**config.mk**
```make
export PLATFORM = sky130hd
export DESIGN_NAME = fetch_unit_flat
export DESIGN_NICKNAME = d
export VERILOG_FILES = /design/src/rtl/fetch_unit_if.sv /design/src/rtl/fetch_unit.sv /design/src/flat_wrapper.sv
export SDC_FILE = /design/constraint.sdc
export NUM_CORES = 1
export LEC_CHECK = 0
export BUFFER_PORTS_ARGS = -buffer_cell sky130_fd_sc_hd__buf_2
export CAP_MARGIN = 20
export CORE_MARGIN = 2
export CORE_UTILIZATION = 50
export CTS_BUF_LIST = sky130_fd_sc_hd__clkbuf_16
export DETAILED_ROUTE_END_ITERATION = 10
export PLACE_DENSITY = 0.91
export SLEW_MARGIN = 10
export SYNTH_ARGS = -nofsm -noshare
export SYNTH_HDL_FRONTEND = slang
export SYNTH_SLANG_ARGS = --single-unit
```
**constraint.sdc**
```tcl
create_clock -name clk -period 5.45 [get_ports clk]
set_clock_uncertainty 0.2 [all_clocks]
set_input_delay 1.09 -clock clk [delete_from_list [all_inputs] [get_ports clk]]
set_output_delay 1.09 -clock clk [all_outputs]
set_load 0.01 [all_outputs]
```
**src/rtl/fetch_unit_if.sv**
```systemverilog
// Instruction-memory fetch bus.
//   imem_req   : fetch request, driven by the fetch unit
//   imem_addr  : byte address of the fetch
//   imem_rdata : instruction word, valid when imem_ready=1
//   imem_ready : memory response strobe
// master = fetch unit side, slave = instruction memory side.
interface fetch_unit_if #(
  parameter int N = 32
);
  logic         imem_req;
  logic [N-1:0] imem_addr;
  logic [N-1:0] imem_rdata;
  logic         imem_ready;

  modport master (
    output imem_req,
    output imem_addr,
    input  imem_rdata,
    input  imem_ready
  );

  modport slave (
    input  imem_req,
    input  imem_addr,
    output imem_rdata,
    output imem_ready
  );
endinterface

```
**src/rtl/fetch_unit.sv**
```systemverilog
// Instruction fetch and PC sequencing stage.
// Fetches one instruction per FETCH/EXEC pair, holds it in instr for the
// execute window, and computes the next PC from the controller outputs
// when the window closes.
// Ports:
//   clk, reset      : system clock, synchronous active-high reset
//   imem            : instruction memory bus (master side)
//   stall           : holds the EXEC state
//   branch, zero, jump, jrSelect, jr_target : next-PC controls
//   instr, opCode, instr_valid : instruction register and decode hint
//   pc, pc_plus4    : address of instr and its link value
//   retired_count   : number of instructions retired
//
// state | meaning
// FETCH | request at pc, wait for imem_ready, capture word
// EXEC  | instr valid for the controller; leave when stall drops
module fetch_unit #(
  parameter int           N        = 32,
  parameter logic [N-1:0] RESET_PC = '0
) (
  input  logic         clk,
  input  logic         reset,
  fetch_unit_if.master imem,
  input  logic         stall,
  input  logic         branch,
  input  logic         zero,
  input  logic         jump,
  input  logic         jrSelect,
  input  logic [N-1:0] jr_target,
  output logic [N-1:0] instr,
  output logic [4:0]   opCode,
  output logic         instr_valid,
  output logic [N-1:0] pc,
  output logic [N-1:0] pc_plus4,
  output logic [31:0]  retired_count
);

  typedef enum logic {
    FETCH = 1'b0,
    EXEC  = 1'b1
  } state_t;

  state_t       state_q;
  state_t       state_d;
  logic         load_instr;
  logic         advance;
  logic [N-1:0] next_pc;
  logic [N-1:0] branch_offset;
  logic [N-1:0] jump_target;

  assign pc_plus4 = pc + N'(4);
  assign opCode   = instr[N-1:N-5];

  // Word offset of the branch, sign-extended and scaled to bytes.
  assign branch_offset = {{(N-18){instr[15]}}, instr[15:0], 2'b00};
  // Region bits come from pc_plus4 so a jump in the last slot of a
  // region lands in the following one.
  assign jump_target   = {pc_plus4[N-1:N-3], instr[N-6:0], 2'b00};

  always_comb begin
    next_pc = pc_plus4;
    if (jrSelect) begin
      next_pc = jr_target;
    end else if (jump) begin
      next_pc = jump_target;
    end else if (branch && zero) begin
      next_pc = pc_plus4 + branch_offset;
    end
  end

  always_comb begin
    state_d         = state_q;
    load_instr      = 1'b0;
    advance         = 1'b0;
    // Both strobes are forced low while reset is held, whatever the state.
    imem.imem_req   = 1'b0;
    instr_valid     = 1'b0;
    imem.imem_addr  = pc;
    case (state_q)
      FETCH: begin
        imem.imem_req = !reset;
        if (imem.imem_ready) begin
          load_instr = 1'b1;
          state_d    = EXEC;
        end
      end
      EXEC: begin
        instr_valid = !reset;
        if (!stall) begin
          advance = 1'b1;
          state_d = FETCH;
        end
      end
      default: state_d = FETCH;
    endcase
  end

  always_ff @(posedge clk) begin
    if (reset) begin
      state_q       <= FETCH;
      pc            <= RESET_PC;
      instr         <= '0;
      retired_count <= '0;
    end else begin
      state_q <= state_d;
      if (load_instr) begin
        instr <= imem.imem_rdata;
      end
      if (advance) begin
        pc            <= next_pc;
        retired_count <= retired_count + 32'd1;
      end
    end
  end

endmodule

```
**src/flat_wrapper.sv**
```systemverilog
// flat-port wrapper written by rule: the top's interface ports become plain ports
module fetch_unit_flat 
#(
  parameter int           N        = 32,
  parameter logic [N-1:0] RESET_PC = '0
)
  (clk, reset, stall, branch, zero, jump, jrSelect, jr_target, instr, opCode, instr_valid, pc, pc_plus4, retired_count, imem_imem_req, imem_imem_addr, imem_imem_rdata, imem_imem_ready);
  fetch_unit_if #(.N(N)) imem_i ();
  input  logic clk;
  input  logic reset;
  input  logic stall;
  input  logic branch;
  input  logic zero;
  input  logic jump;
  input  logic jrSelect;
  input  logic [N-1:0] jr_target;
  output logic [N-1:0] instr;
  output logic [4:0] opCode;
  output logic instr_valid;
  output logic [N-1:0] pc;
  output logic [N-1:0] pc_plus4;
  output logic [31:0] retired_count;
  output wire logic [$bits(imem_i.imem_req)-1:0] imem_imem_req;
  output wire logic [$bits(imem_i.imem_addr)-1:0] imem_imem_addr;
  input wire logic [$bits(imem_i.imem_rdata)-1:0] imem_imem_rdata;
  input wire logic [$bits(imem_i.imem_ready)-1:0] imem_imem_ready;
  assign imem_imem_req = imem_i.imem_req;
  assign imem_imem_addr = imem_i.imem_addr;
  assign imem_i.imem_rdata = imem_imem_rdata;
  assign imem_i.imem_ready = imem_imem_ready;
  fetch_unit #(.N(N), .RESET_PC(RESET_PC)) u_core (.clk(clk), .reset(reset), .imem(imem_i), .stall(stall), .branch(branch), .zero(zero), .jump(jump), .jrSelect(jrSelect), .jr_target(jr_target), .instr(instr), .opCode(opCode), .instr_valid(instr_valid), .pc(pc), .pc_plus4(pc_plus4), .retired_count(retired_count));
endmodule
```
==> Yosys cells after proc, flatten, opt, wreduce, memory -nomap -nowiden <==
Index checks and enable logic that the tools add are counted.
{ "totals": {"register_bits": 97, "in_bits": 72, "out_inout_bits": 167, "elab_cells": 21} }
{ "classes": {"addsub": 3, "muxes": 11, "bitwise_logic": 1, "reduce_logical": 2} }
{ "ops": {"columns": ["cell", "count"], "rows": [
  ["32-bit two-way mux", 3],
  ["32-bit by 1-bit adder with 32-bit output (second input constant)", 1],
  ["32-bit by 3-bit adder with 32-bit output (second input constant)", 1],
  ["32-bit adder", 1],
  ["1-bit two-way mux", 7],
  ["1-bit case mux with 2 select lines", 1],
  ["1-bit logical AND", 1],
  ["1-bit zero test", 1],
  ["1-bit inverter", 1]
]} }

==> Depth between registers and ports, before layout <==
Gate-level depths: netlist (run 1).
{ "depth": {"word_depth": 5, "mapped_depth": 16, "ltp_nobuf": 15} }

==> Worst setup path before layout (run 1) <==
OpenSTA, ideal clock, no wires.
{ "synth_path": {"path_type": "register to register", "startpoint": "reg u_core.pc[6], in the netlist u_core.imem.imem_addr[6]", "endpoint": "reg u_core.pc[25], in the netlist u_core.imem.imem_addr[25]", "setup_time_ns": 0.070, "arrival_time_ns": 3.801, "required_ns": 5.180, "setup_slack_ns": 1.379, "path_stages_with_launch": 17, "path_buffers": 1, "synth_period_minus_slack_ns": 4.071, "path_cell_list": "dfxtp_1 and3_1 or3b_1 buf_2 nor2_1 nand2_1 xnor2_1 ha_1 nor3_1 nor2_1 a41oi_1 nand3_1 a311oi_1 xnor2_1 mux2i_1 a311o_1 a21oi_1"} }
{ "synth_between": {"elab_chain_len": 5} }
{ "synth_lines": {"columns": ["element", "line", "text"], "rows": [
  ["start: declaration", "fetch_unit.sv:33", "output logic [N-1:0] pc,"],
  ["start signal: assignment", "fetch_unit.sv:110", "pc <= next_pc;"],
  ["32-bit by 3-bit adder with 32-bit output", "fetch_unit.sv:51", "assign pc_plus4 = pc + N'(4);"],
  ["net pc_plus4[17]", "flat_wrapper.sv:21", "output logic [N-1:0] pc_plus4;"],
  ["32-bit adder", "fetch_unit.sv:67", "next_pc = pc_plus4 + branch_offset;"],
  ["32-bit two-way mux", "fetch_unit.sv:66", "end else if (branch && zero) begin"],
  ["32-bit two-way mux", "fetch_unit.sv:64", "end else if (jump) begin"],
  ["32-bit two-way mux", "fetch_unit.sv:62", "if (jrSelect) begin"]
]} }
The timed path passes the listed nets, and every way through them passes these cells.
A chain may end at the register's enable or synchronous reset.

==> Worst setup path after layout (run 1) <==
{ "layout_path": {"startpoint": "reg u_core.pc[2], in the netlist u_core.imem.imem_addr[2]", "endpoint": "reg u_core.pc[30], in the netlist u_core.imem.imem_addr[30]"} }
{ "layout_between": {"elab_chain_len": 5} }
{ "layout_lines": {"columns": ["element", "line"], "rows": [
  ["32-bit by 3-bit adder with 32-bit output (*)", "fetch_unit.sv:51"],
  ["32-bit adder", "fetch_unit.sv:67"],
  ["32-bit two-way mux", "fetch_unit.sv:66"],
  ["32-bit two-way mux (*)", "fetch_unit.sv:64"],
  ["32-bit two-way mux (*)", "fetch_unit.sv:62"]
]} }
Every way passes the cells marked *; elsewhere a longest branch is shown, timed or not.

==> out/metrics.csv, run 1 <==
stage;metric;value;unit
run_status;outcome;finished clean;
clock_tree;TritonCTS Buffers;9;
clock_tree;Post-CTS Setup Bufs;0;
drt;DRT antenna net count;0;
synth;synthesized area per cell;7.38;sq um
power;Sw Pwr;0.563;mW
finish;final net count;1204;
floorplanning;core area;0.0133;sq mm
drt;vias;7503;
clock_tree;Clock Sinks;97;
timing;fmax;0.223;GHz
worst_setup_path;critical-path cell list;and3_1 > or3b_1 > nor2_1 > nand3_1 > xnor2_1 > ha_1 > a21o_1 > a21o_1 > a21o_1 > a21o_1 > a21oi_1 > o31ai_1 > a221oi_1 > nor4_1 > or3_1;
clock_tree;CTS tree;done;
finish;area delta synth->final;18.8;%
clock_tree;Worst-Skew Late Latency;0.36;ns
timing;setup TNS;0;ns
clock_tree;clk buf depth;2;
power;Sw Ratio;32.2;%
power;Clk pwr share;34.6;%
clock_tree;clk slew on worst S/H paths;0.07;ns
drt;final WL;22900;um
drt;drt pass-1 iters;5;
floorplanning;number of cell rows;42;
global_route;number of global-route vias before repair;7103;
global_route;global-route wire length before repair;35700;um
timing;fin crit share;82.2;%
global_route;Overall Global Routing Usage;31.0;%
timing;Final Hold Fails;0;
clock_tree;post_cts resized;0;
finish;area occupied by multi-input gates;0.00437;sq mm
synth;yosys warns;0;
worst_setup_path;worst path bufs/invs;0;
floorplanning;die area;0.0146;sq mm
worst_setup_path;Max stage delay on crit path;0.47;ns
worst_setup_path;CP Max Fanout;7;
floorplanning;IO Pins;239;
worst_setup_path;crit path launch type;flop;
timing;RSZ-0062 raised after global routing;no;
worst_setup_path;WS Path Type;flop to flop;
drt;drt wl/cell;17.9;um
drt;Vias/cell;5.88;
synth;sequential fraction of the synthesis area;28.5;%
timing;fin crit period;4.48;ns
synth;post-synthesis cell area;0.00681;sq mm
placement;# port buffers;238;
min_path;Worst Hold Class;flop to flop;
synth;post-synth cell types;58;
drt;drt drc;0;
finish;area occupied by registers;0.00194;sq mm
synth;Yosys reg bits;97;
drt;DRT iter0 DRCs;604;
synth;EDFF count, synth;0;
synth;Post-Syn Nets;1033;
timing;final setup vio count;0;
job;max_cap viols;0;
finish;commonest non-fill, non-tap cell in the layout;buf_2;
power;Max VDD drop;0.185;mV
timing;Slew Viols, Final;0;
clock_tree;cell at the root of the clock tree;clkbuf_16;
synth;top cell type's share of synthesized area;28.5;%
synth;Area contributors post-synth;dfxtp_1 (28%), nand2_1 (8.3%), a21oi_1 (7.6%);
power;Pleak;3.83;nW
finish;share of layout cells above drive strength 1;24.5;%
power;Overall Power;1.75;mW
finish;commonest non-fill, non-tap cells in the layout;buf_2 (237), nand2_1 (150), a21oi_1 (104);
global_route;largest net degree at the start of global routing;54;
finish;# fillers;1216;
timing;final setup margin;0.968;ns
clock_tree;Max H-tree Level;3;
floorplanning;Die Wd;121;um
worst_setup_path;Top delay family on crit path;simple AND/OR/NAND/NOR gates;
synth;post-synth top area cell;dfxtp_1;
worst_setup_path;Crit path top cell by count;a21o_1;
worst_setup_path;WP data required;5.50;ns
finish;antenna fix cells;0;
worst_setup_path;crit path max-delay cell type;or3b_1;
clock_tree;Post-CTS Hold Buffers;0;
synth;Cells after Synth;923;
placement;Place WS;1.09;ns
power;P per Cell Area;216;mW/mm^2
power;Comb power frac;21.0;%
synth;ys async rst share;0;%
timing;slew margin rel.;26.0;%
synth;Most used DFF post-synth;dfxtp_1;
worst_setup_path;crit path DAT;4.53;ns
power;Pint;1.19;mW
timing;Tightest Pin Transition;1.11;ns
global_route;GRT overflow;0;
placement;Detailed Place HPWL;16600;um
global_route;initial antenna violation count;0;
floorplanning;Die Y;121;um
finish;Post-Layout Cell Count;1275;
worst_setup_path;Worst setup EP type;flop;
placement;dpl cells;1259;
power;sequential share of power;44.4;%
placement;Placer Congestion;0.941;
floorplanning;Starting Density;51.3;%
[final timing paths]
path                                          startpoint                        end  slack, ns  cells after the start
worst max register to register  u_core.imem.imem_addr[2]  u_core.imem.imem_addr[30]       0.97                     15
worst min-delay path                    u_core.instr[25]           u_core.instr[25]       0.27                      2
worst max-delay path            u_core.imem.imem_addr[2]  u_core.imem.imem_addr[30]       0.97                     15
worst min register to register          u_core.instr[25]           u_core.instr[25]       0.27                      2
[per-layer routing]
| layer | up-vias | routed length, um | GRT usage, % |
|---|---|---|---|
| li1 | 3574 | - | - |
| met1 | 3469 | 9050 | 37.2 |
| met2 | 393 | 10700 | 52.1 |
| met3 | 67 | 2390 | 8.44 |
| met4 | 0 | 709 | 12.7 |
| met5 | - | 0 | 0 |
[through the flow]
stage	hold WS, ns	util (%)	instance area (sq um)
final	0.266	60.9	8100
after global routing	0.298	60.9	8100
after CTS	0.266	60.9	8100
after detailed placement	0.257	58.9	7830
after global placement	0.252	58.9	7830
after floorplan	0.288	-	6810
[synthesized netlist by cell type, drive strengths merged, types with 4 or more instances]
| library cell | instances |
|---|---|
| buf | 48 |
| a211oi | 17 |
| o22ai | 7 |
| mux2i | 4 |
| nand2 | 150 |
| o21bai | 5 |
| and4 | 4 |
| a21o | 10 |
| a31oi | 5 |
| and3 | 23 |
| clkbuf | 38 |
| o21ai | 47 |
| nor2 | 86 |
| nor2b | 6 |
| inv | 12 |
| nand3 | 32 |
| xnor2 | 37 |
| o211ai | 14 |
| or3 | 13 |
| nor3 | 17 |
| xor2 | 33 |
| dfxtp | 97 |
| a21oi | 104 |
| ha | 37 |
| a221oi | 6 |
| and2 | 6 |
| nand2b | 8 |
| nand4 | 17 |
[layout make-up]
type	instances	share of cell area, %
multi-input combinational	728	53.9
sequential	97	24.0
timing repair buffer	246	15.5
clock buffer	9	2.78
tap	176	2.72
clock inverter	7	0.556
inverter	12	0.556
[registers in the layout, indices dropped and copies added, names as in the netlist]
name and flops:
u_core.instr 32, u_core.state_q 1, u_core.imem.imem_addr 32, u_core.retired_count 32
[kinds of logic after synthesis]
family | count (synthesis) | share of synthesized area (%)
simple gates | 371 | 25.0
compound gates | 243 | 21.7
buf+inv | 98 | 7.58
flops | 97 | 28.5
xor+xnor | 70 | 9.00
fa+ha+maj | 38 | 7.09
mux | 6 | 1.14
[worst reg2reg max path: stages (launching register included)]
cell	delay [ns]
dfxtp_1	0.45
and3_1	0.23
or3b_1	0.47
nor2_1	0.35
nand3_1	0.14
xnor2_1	0.37
ha_1	0.32
a21o_1	0.18
a21o_1	0.18
a21o_1	0.18
a21o_1	0.18
a21oi_1	0.20
o31ai_1	0.14
a221oi_1	0.39
nor4_1	0.08
or3_1	0.32
[power by group through the flow]
| stage | logic [mW] | clock network (mW) | registers [mW] |
|---|---|---|---|
| after floorplan | 0.230 | 0 | 0.795 |
| after global placement | 0.355 | 0 | 0.790 |
| after detailed placement | 0.361 | 0 | 0.792 |
| after CTS | 0.364 | 0.612 | 0.776 |
| after global routing | 0.403 | 0.636 | 0.781 |
| final | 0.368 | 0.605 | 0.777 |
No activity file was read; power rests on OpenSTA's default activity.
==> run 2: changes to the inputs <==
--- a/config.mk
+++ b/config.mk
@@ -5,13 +5,14 @@
 export SDC_FILE = /design/constraint.sdc
 export NUM_CORES = 1
 export LEC_CHECK = 0
+export ABC_AREA = 1
 export BUFFER_PORTS_ARGS = -buffer_cell sky130_fd_sc_hd__buf_2
 export CAP_MARGIN = 20
 export CORE_MARGIN = 2
-export CORE_UTILIZATION = 50
+export CORE_UTILIZATION = 48
 export CTS_BUF_LIST = sky130_fd_sc_hd__clkbuf_16
 export DETAILED_ROUTE_END_ITERATION = 10
-export PLACE_DENSITY = 0.91
+export PLACE_DENSITY = 0.89
 export SLEW_MARGIN = 10
 export SYNTH_ARGS = -nofsm -noshare
 export SYNTH_HDL_FRONTEND = slang
==> constraint.sdc (replaced) <==
create_clock -name clk -period 4 [get_ports clk]
set_clock_uncertainty 0.2 [all_clocks]
set_input_delay 0.8 -clock clk [delete_from_list [all_inputs] [get_ports clk]]
set_output_delay 0.8 -clock clk [all_outputs]
set_load 0.01 [all_outputs]
==> out/metrics.csv, run 2 <==
stage;metric;value;unit;change
synth;sequential fraction of the synthesis area;24.0;%;-4.5 points
synth;top-count cell post-synth;nand2_1;;
worst_setup_path;WP data required;4.05;ns;-1.45 ns
synth;synthesized area per cell;5.86;sq um;-21%
clock_tree;cell at the root of the clock tree;clkbuf_16;;
finish;commonest non-fill, non-tap cells in the layout;nand2_1 (415), buf_2 (238), nor2_1 (191);;
drt;drt drc;0;;unchanged
timing;Slew Viols, Final;0;;unchanged
synth;Post-Syn Nets;1491;;+44%
drt;Vias/cell;5.39;;-8.5%
clock_tree;Worst-Skew Late Latency;0.36;ns;about the same
finish;final net count;1688;;+40%
placement;Placer Congestion;1.03;;+9.1%
worst_setup_path;crit path max-delay cell type;xor2_1;;
finish;antenna fix cells;0;;unchanged
synth;yosys warns;0;;unchanged
worst_setup_path;Max stage delay on crit path;0.42;ns;-0.05 ns
min_path;Worst Hold Class;flop to flop;;
floorplanning;core area;0.0165;sq mm;+24%
clock_tree;Post-CTS Setup Bufs;0;;unchanged
timing;RSZ-0062 raised after global routing;no;;
clock_tree;Post-CTS Hold Buffers;0;;unchanged
synth;post-synthesis cell area;0.00809;sq mm;+19%
timing;fmax;0.274;GHz;+23%
clock_tree;post_cts resized;0;;unchanged
worst_setup_path;critical-path cell list;ha_1 > nand2_1 > inv_1 > nand2_1 > nor2_4 > xor2_1 > ha_1 > nand2_1 > inv_1 > a21oi_1 > nand2_1 > nand2_1 > nand3_1 > nand2_1 > nand2_1 > nand2_1 > nand3_1 > nand2_1 > nand2_1 > nand2_1 > nand2_1;;
global_route;global-route wire length before repair;45900;um;+29%
worst_setup_path;CP Max Fanout;7;;unchanged
finish;Core Util, Final;58.3;%;-2.6 points
synth;top cell type's share of synthesized area;24.0;%;-4.5 points
synth;EDFF count, synth;0;;unchanged
job;max_cap viols;0;;unchanged
floorplanning;number of cell rows;47;;+12%
worst_setup_path;Crit path top cell by count;nand2_1;;
floorplanning;die area;0.0179;sq mm;+23%
worst_setup_path;crit path DAT;3.71;ns;-0.82 ns
synth;Synth Area in Compound Gates;11.3;%;-10 points
clock_tree;TritonCTS Buffers;9;;unchanged
synth;Most used DFF post-synth;dfxtp_1;;
drt;DRT antenna net count;0;;unchanged
global_route;largest net degree at the start of global routing;36;;-33%
synth;Synth Area in Adders;5.97;%;-1.1 points
floorplanning;Starting Density;48.9;%;-2.3 points
synth;XOR/XNOR Fraction of Synth Area;3.03;%;-6.0 points
clock_tree;clk slew on worst S/H paths;0.07;ns;about the same
clock_tree;CTS tree;done;;
clock_tree;clk buf depth;2;;unchanged
timing;final setup vio count;0;;unchanged
drt;drt wl/cell;16.5;um;-8.2%
placement;Detailed Place HPWL;23600;um;+43%
synth;Post-Synth Simple-Gate Area;41.0;%;+16 points
run_status;outcome;finished clean;;
floorplanning;Die Y;134;um;+11%
synth;post-synth cell types;43;;-26%
global_route;number of global-route vias before repair;8745;;+23%
synth;largest family of logic cells by synthesized area;simple AND/OR/NAND/NOR gates;;
clock_tree;Clock Sinks;97;;unchanged
power;Max VDD drop;0.206;mV;+11%
synth;post-synthesis mux area share;0.866;%;-0.27 points
finish;commonest non-fill, non-tap cell in the layout;nand2_1;;
timing;fin crit period;3.66;ns;-0.826 ns
clock_tree;Max H-tree Level;3;;unchanged
timing;setup TNS;0;ns;unchanged
power;Pleak;5.19;nW;+36%
worst_setup_path;crit path launch type;flop;;
global_route;GRT overflow;0;;unchanged
drt;final WL;29700;um;+30%
global_route;initial antenna violation count;0;;unchanged
timing;slew margin rel.;39.1;%;+13 points
drt;vias;9711;;+29%
synth;Area contributors post-synth;dfxtp_1 (24%), nand2_1 (19%), nor2_1 (9.0%);;
power;P per Cell Area;269;mW/mm^2;+25%
worst_setup_path;Worst setup EP type;flop;;
finish;share of layout cells above drive strength 1;19.9;%;-4.6 points
global_route;Overall Global Routing Usage;32.3;%;+1.4 points
timing;Final Hold Fails;0;;unchanged
placement;# port buffers;238;;unchanged
synth;ys async rst share;0;%;unchanged
worst_setup_path;WS Path Type;flop to flop;;
synth;Cells after Synth;1381;;+50%
timing;fin crit share;91.4;%;+9.2 points
floorplanning;Die Wd;134;um;+11%
worst_setup_path;r2r worst-path depth;21;;+6
finish;area delta synth->final;19.0;%;
synth;Yosys reg bits;97;;unchanged
floorplanning;IO Pins;239;;unchanged
drt;drt pass-1 iters;6;;+1
synth;post-synth top area cell;dfxtp_1;;
timing;Tightest Pin Transition;0.913;ns;-0.195 ns
synth;most frequent cells after synthesis;nand2_1 (416), nor2_1 (194), inv_1 (179), dfxtp_1 (97), nand3_1 (84);;
min_path;hold path cells;2;;unchanged
drt;DRT iter0 DRCs;931;;+54%
-- run 2: cell count changes in the layout (fill, tap and decap cells not counted), moves of 16 or more --
cell      before  now
a211oi_1      16    0
a21oi_1      104   65
and3_1        23    1
inv_1         13  179
nand2_1      150  415
nand3_1       32   84
nor2_1        86  191
o21ai_0       46   78
xnor2_1       37    4
-- run 2: logic make-up (layout without fill, tap and decap cells) --
logic type,count (synthesis),count (layout)
muxes,7,7
DFF,97,97
buffers and inverters,258,460
xor gates and xnor gates,28,28
adders and majority gates,38,38
AOI/OAI and AO/OA,172,172
and+or+nand+nor,781,781
-- run 2: where the power goes --
group          internal, mW  switching, mW  leakage, nW
combinational         0.212          0.381         4.24
sequential             1.01         0.0630        0.793
clock                 0.499          0.428        0.153
total                  1.72          0.872         5.19
-- run 2: through the flow --
| stage | instances | cell area, sq um | power (mW) | setup slack [ns] | hold WS [ns] |
|---|---|---|---|---|---|
| 2_1_floorplan | 1381 | 8090 | 1.44 | 0.920 | 0.288 |
| 3_3_place_gp | 1787 | 9280 | 1.66 | 0.316 | 0.258 |
| 3_5_place_dp | 1787 | 9280 | 1.67 | 0.297 | 0.268 |
| 4_1_cts | 1803 | 9600 | 2.58 | 0.298 | 0.278 |
| 5_1_grt | 1803 | 9630 | 2.69 | 0.0803 | 0.292 |
| 6_report | 1803 | 9630 | 2.59 | 0.344 | 0.278 |
-- run 2: final cells by class --
type / instances / area [sq um]
clock inverters: 7 / 87.6
multi-input cells: 1026 / 5060
inverters: 187 / 702
well taps: 220 / 275
clock buffers: 9 / 225
repair buffers: 257 / 1330
flip-flops and latches: 97 / 1940
fillers: 1636 / 6900
-- run 2: critical path, delay by kind of cell, from the launching register on --
family / cells / cell delay [ns]
AND/OR/NAND/NOR: 15 / 1.69
flip-flops: 1 / 0.39
buffers and inverters: 2 / 0.14
AO/OA/AOI/OAI: 1 / 0.13
XOR/XNOR: 1 / 0.42
adder cells (fa/ha/maj): 2 / 0.59
-- run 2: path summary, 6_finish.rpt --
path	to	slack, ns	startpoint
min	u_core.instr[23]	0.28	u_core.instr[23]
max reg2reg	u_core.imem.imem_addr[22]	0.34	u_core.imem.imem_addr[2]
min reg2reg	u_core.instr[23]	0.28	u_core.instr[23]
max	u_core.imem.imem_addr[22]	0.34	u_core.imem.imem_addr[2]
-- run 2: per-layer routing --
layer  wire length, um  vias to the layer above  track usage, %
li1                  -                     4736               -
met1             12400                     4417            43.2
met2             13800                      499            54.0
met3              2640                       59            4.61
met4               845                        0            10.2
met5                 0                        -               0
